--- src/rtl/exp_pipe_pkg.sv ---
// Shared widths and result bundle for the exponential-series pipeline.
// Imported by every stage that touches a finished result.
package exp_pipe_pkg;
   localparam int DATA_W = 32;
   localparam int X_W    = 8;
   localparam int N_W    = 4;
   localparam int RES_W  = DATA_W + X_W + 1;

   localparam logic [DATA_W-1:0] SAT_VALUE = 32'hFFFF_FFFF;

   typedef struct packed {
      logic              ovf;
      logic [X_W-1:0]    x;
      logic [DATA_W-1:0] y;
   } res_t;
endpackage

--- src/rtl/result_fifo.sv ---
// First-word-fall-through result FIFO with wrap-bit pointers.
// A push into a full FIFO is taken only when a pop frees a slot the same edge.
module result_fifo #(
   parameter  int DEPTH = 4,
   parameter  int WIDTH = 41,
   localparam int PTR_W = $clog2(DEPTH)
) (
   input  logic             clk,
   input  logic             rst,
   input  logic             init,
   input  logic             push,
   input  logic             pop,
   input  logic [WIDTH-1:0] wdata,
   output logic [WIDTH-1:0] rdata,
   output logic             full,
   output logic             empty,
   output logic [PTR_W:0]   count
);
   logic [WIDTH-1:0] mem [DEPTH];
   logic [PTR_W:0]   wptr;
   logic [PTR_W:0]   rptr;
   logic             wr_en;
   logic             rd_en;

   assign empty = (wptr == rptr);
   assign full  = (wptr[PTR_W] != rptr[PTR_W]) &&
                  (wptr[PTR_W-1:0] == rptr[PTR_W-1:0]);
   assign wr_en = push & (~full | pop);
   assign rd_en = pop & ~empty;
   assign count = wptr - rptr;
   assign rdata = mem[rptr[PTR_W-1:0]];

   // Storage carries no reset; contents are don't-care until written.
   always_ff @(posedge clk) begin
      if (wr_en) mem[wptr[PTR_W-1:0]] <= wdata;
   end

   always_ff @(posedge clk or negedge rst) begin
      if (!rst) begin
         wptr <= '0;
         rptr <= '0;
      end else if (init) begin
         wptr <= '0;
         rptr <= '0;
      end else begin
         if (wr_en) wptr <= wptr + 1'b1;
         if (rd_en) rptr <= rptr + 1'b1;
      end
   end
endmodule

--- src/rtl/pipe_result_collector.sv ---
// Pipeline tail: buffers finished results, saturates on overflow and
// meters issue credits so a non-stalling pipeline cannot overrun the FIFO.
module pipe_result_collector
   import exp_pipe_pkg::*;
#(
   parameter int DEPTH = 4,
   parameter int PTR_W = 2
) (
   input  logic              clk,
   input  logic              rst,
   input  logic              init,
   input  logic              in_valid,
   input  logic [DATA_W-1:0] in_y,
   input  logic [X_W-1:0]    in_x,
   input  logic              in_ovf,
   input  logic              issue_fire,
   output logic              can_issue,
   output logic              out_valid,
   input  logic              out_ready,
   output logic [DATA_W-1:0] out_y,
   output logic [X_W-1:0]    out_x,
   output logic              out_ovf,
   output logic              err_overrun,
   output logic [PTR_W:0]    count
);
   localparam logic [PTR_W:0] CREDIT_MAX = (PTR_W + 1)'(DEPTH);

   res_t           wr_res;
   res_t           head;
   logic           full;
   logic           empty;
   logic           pop;
   logic [PTR_W:0] credits;

   assign wr_res = '{ovf: in_ovf, x: in_x, y: in_y};

   result_fifo #(
      .DEPTH (DEPTH),
      .WIDTH (RES_W)
   ) u_fifo (
      .clk   (clk),
      .rst   (rst),
      .init  (init),
      .push  (in_valid),
      .pop   (pop),
      .wdata (wr_res),
      .rdata (head),
      .full  (full),
      .empty (empty),
      .count (count)
   );

   assign out_valid = ~empty;
   assign pop       = out_valid & out_ready;
   assign can_issue = (credits != '0);
   assign out_ovf   = head.ovf;
   assign out_x     = head.x;
   assign out_y     = head.ovf ? SAT_VALUE : head.y;

   always_ff @(posedge clk or negedge rst) begin
      if (!rst) begin
         credits     <= CREDIT_MAX;
         err_overrun <= 1'b0;
      end else if (init) begin
         credits     <= CREDIT_MAX;
         err_overrun <= 1'b0;
      end else begin
         case ({issue_fire, pop})
            2'b10: if (credits != '0) credits <= credits - 1'b1;
            2'b01: if (credits != CREDIT_MAX) credits <= credits + 1'b1;
            default: ;
         endcase
         // Dropped push or an issue with no credit left are both overruns.
         if ((in_valid & full & ~pop) | (issue_fire & ~can_issue))
            err_overrun <= 1'b1;
      end
   end
endmodule

--- config.mk ---
export PLATFORM = sky130hd
export DESIGN_NAME = pipe_result_collector
export DESIGN_NICKNAME = d
export VERILOG_FILES = /design/src/rtl/exp_pipe_pkg.sv /design/src/rtl/result_fifo.sv /design/src/rtl/pipe_result_collector.sv
export SDC_FILE = /design/constraint.sdc
export NUM_CORES = 1
export LEC_CHECK = 0
export ABC_AREA = 1
export BUFFER_PORTS_ARGS = -buffer_cell sky130_fd_sc_hd__buf_4
export CAP_MARGIN = 10
export CORE_ASPECT_RATIO = 0.9
export CORE_MARGIN = 3
export CORE_UTILIZATION = 40
export CTS_CLUSTER_DIAMETER = 40
export DETAILED_ROUTE_END_ITERATION = 7
export PLACE_DENSITY = 0.63
export SLEW_MARGIN = 40
export SYNTH_ARGS = -nofsm -noshare
export SYNTH_HDL_FRONTEND = slang
export SYNTH_SLANG_ARGS = --single-unit
--- constraint.sdc ---
create_clock -name clk -period 4 [get_ports clk]
set_clock_uncertainty 0.05 [all_clocks]
set_input_delay 0.4 -clock clk [delete_from_list [all_inputs] [get_ports clk]]
set_output_delay 0.4 -clock clk [all_outputs]
set_load 0.005 [all_outputs]
==> results_dict.tcl <==
set metrics [dict create \
    status "finished clean" \
    fin_area_sq_um 8430 \
    wl_per_cell_um 18.4 \
    max_freq_ghz 0.331 \
    worst-endpoint-required_ps 3550 \
    route.detailed.drc 0 \
    synth_largest_area_cell "edfxtp_1" \
    worstReg2RegStart "u_fifo.rptr[0]" \
    grt_pass1_vias 4478 \
    track_usage_pct 16.4 \
    vias_per_cell 5.38 \
    hpwl_um 9040 \
    grt_max_degree 69 \
    start_util_pct 41.8 \
    grt_pass1_wl_um 23500 \
    gp_congestion 0.805 \
    maxCapViolations 0 \
    syn_nets 557 \
    synthDistinctLibCells 30 \
    tns_ps 0 \
    endpoint_kind "primary output" \
    worstRegToRegCells 7 \
    overflow 0 \
    drv_slew 0 \
    synth.most_common_cell "edfxtp_1" \
    synth_common_cells "164 x edfxtp_1, 87 x nor2_1, 84 x o21ai_0, 32 x o221ai_1, 23 x inv_1" \
    ant_nets 0 \
    fin_cells 812 \
    drt_iter0_drc 337 \
    crit_path_end "out_y[23]" \
    area_growth_pct 22.2 \
    ys_warn_count 0 \
    path_clk_slew_ps 70 \
    cts_tree "built" \
    syn_avg_cell_area_sq_um 13.8 \
    ys_seq_area_share_pct 75.0 \
    clk_latency_ps 420 \
    root_buffer "clkbuf_16" \
    cp_data_arrival_time_ps 2570 \
    fin_nets 649 \
    port-buffer-count 93 \
    vdd_ir_drop_max_mv 0.300 \
    dp.cells 780 \
    netlist_area_sq_um 6900 \
    cts_made_buffers 17 \
    vias 4370 \
    wl_um 14900 \
    die_h_um 131 \
    power_mw 4.98 \
    r2r_slack_ps 1440 \
    synthArstFlopShare_pct 5.75 \
    crit_type "reg2out" \
    post_dp_cell_area_sq_um 7850 \
    chipWidth_um 144 \
    drt_pass1_iterations 4 \
    cellPowerDensity_nw_per_um2 591 \
    min_period_ps 3020 \
    leakage_nw 3.00 \
    slew_headroom_pct 52.0 \
    cp-startpoint "u_fifo.rptr[0]" \
    antennaDiodeCount 0 \
    hold_viol 0 \
    drive_above_1_share_pct 24.5 \
    syn_inst 501 \
    dp_slack_ps 1440 \
    design.die.area_sq_um 18900 \
    antenna_found_initial 0 \
    synth_ff_type "edfxtp_1" \
    h-tree-depth 4 \
    worstPathMaxFanout 32 \
    clock_path_buffers 2 \
    reg2reg_to "u_fifo.mem[1][18]" \
    core.rowCount 44 \
    synth_edf_count 164 \
    max_slew.worst_pin.slew_ps 720 \
    synth_seq_cells 174 \
    yosysTopAreaCellShare_pct 71.4 \
    synth.top_cells.by_area "edfxtp_1 71%, o21ai_0 6.1%, nor2_1 4.7%, o221ai_1 4.1%, dfrtp_1 3.3%" \
    start_kind "flop" \
    worst_slack_ps 979 \
    core-area_sq_um 16500 \
    cts.sink_count 174 \
    fin_crit_sh_pct 75.5 \
    ioPinCount 94 \
    setup_viol 0 \
    hold_class "in2reg" \
    grt_setup_unrepaired "no" \
]
## final cells by class
type | instances | area [sq um]
clock buffers | 17 | 425
clock inverters | 14 | 148
fillers | 1402 | 8090
inverters | 25 | 93.8
multi-input cells | 273 | 1520
flip-flops and latches | 174 | 5180
well taps | 207 | 259
repair buffers | 102 | 806
## per-layer routing
layer / up-vias / wire, um / global-route usage (%)
met5: - / 0 / 0
met4: 0 / 140 / 5.16
met3: 12 / 826 / 4.44
met2: 124 / 7260 / 26.0
met1: 2172 / 6710 / 22.2
li1: 2062 / - / -
## cells by family after synthesis
group,count (synthesis),share of synthesized area (%)
fa+ha+maj,9,1.74
flops,174,75.0
compound gates,135,12.0
buf+inv,54,3.32
xor+xnor,2,0.254
simple gates,127,7.71
## sequential cells by signal, summed over array words and instances (netlist names)
name         cells
u_fifo.wptr      3
err_overrun      1
u_fifo.mem     164
u_fifo.rptr      3
credits          3
## placed cells by master (no fill, tap or decap), drive strengths merged
cell type	n
a211oi	1
edfxtp	164
ha	8
nand2	25
a21oi	5
nor3	2
xor2	2
o221ai	32
dfrtp	9
nor2	88
nand3	8
clkinv	6
buf	101
o22ai	8
dfstp	1
clkbuf	17
inv	33
o21ai	87
fa	1
nand4	4
a32oi	1
dlygate4sd3	1
a31oi	1
## power by group
| part | switching [mW] | internal, mW |
|---|---|---|
| combinational | 0.708 | 0.499 |
| sequential | 0.0576 | 2.14 |
| clock | 0.746 | 0.829 |
| total | 1.51 | 3.47 |
## worst max-delay path, stage by stage, from the launching register on
cell	delay [ps]
dfrtp_2	610
inv_2	210
nand2_1	120
a32oi_2	110
inv_2	530
o221ai_1	340
buf_4	220
## how the worst min path moves through the flow
stage | slack (ps) | start | endpoint | cells past startpoint
after floorplan | 50 | rst | credits[0] | 0
after global placement | 190 | rst | credits[0] | 1
after detailed placement | 190 | rst | credits[1] | 1
after CTS | 100 | in_y[18] | u_fifo.mem[2][18] | 1
after global routing | 100 | in_y[20] | u_fifo.mem[2][20] | 1
final | 120 | in_x[1] | u_fifo.mem[3][33] | 1
## through the flow
| stage | hold WS (ps) | util [%] |
|---|---|---|
| after detailed placement | 192 | 47.5 |
| after global placement | 194 | 47.5 |
| after CTS | 98.0 | 51.0 |
| final | 115 | 51.0 |
| after floorplan | 54.4 | - |
| after global routing | 99.6 | 51.0 |
## timing repair
item,in CTS,in global routing
setup buffers,0,0
hold buffers,1,0
hold endpoints to repair,10,0
gates resized for setup,0,0
(Power assumes the default switching activity.)
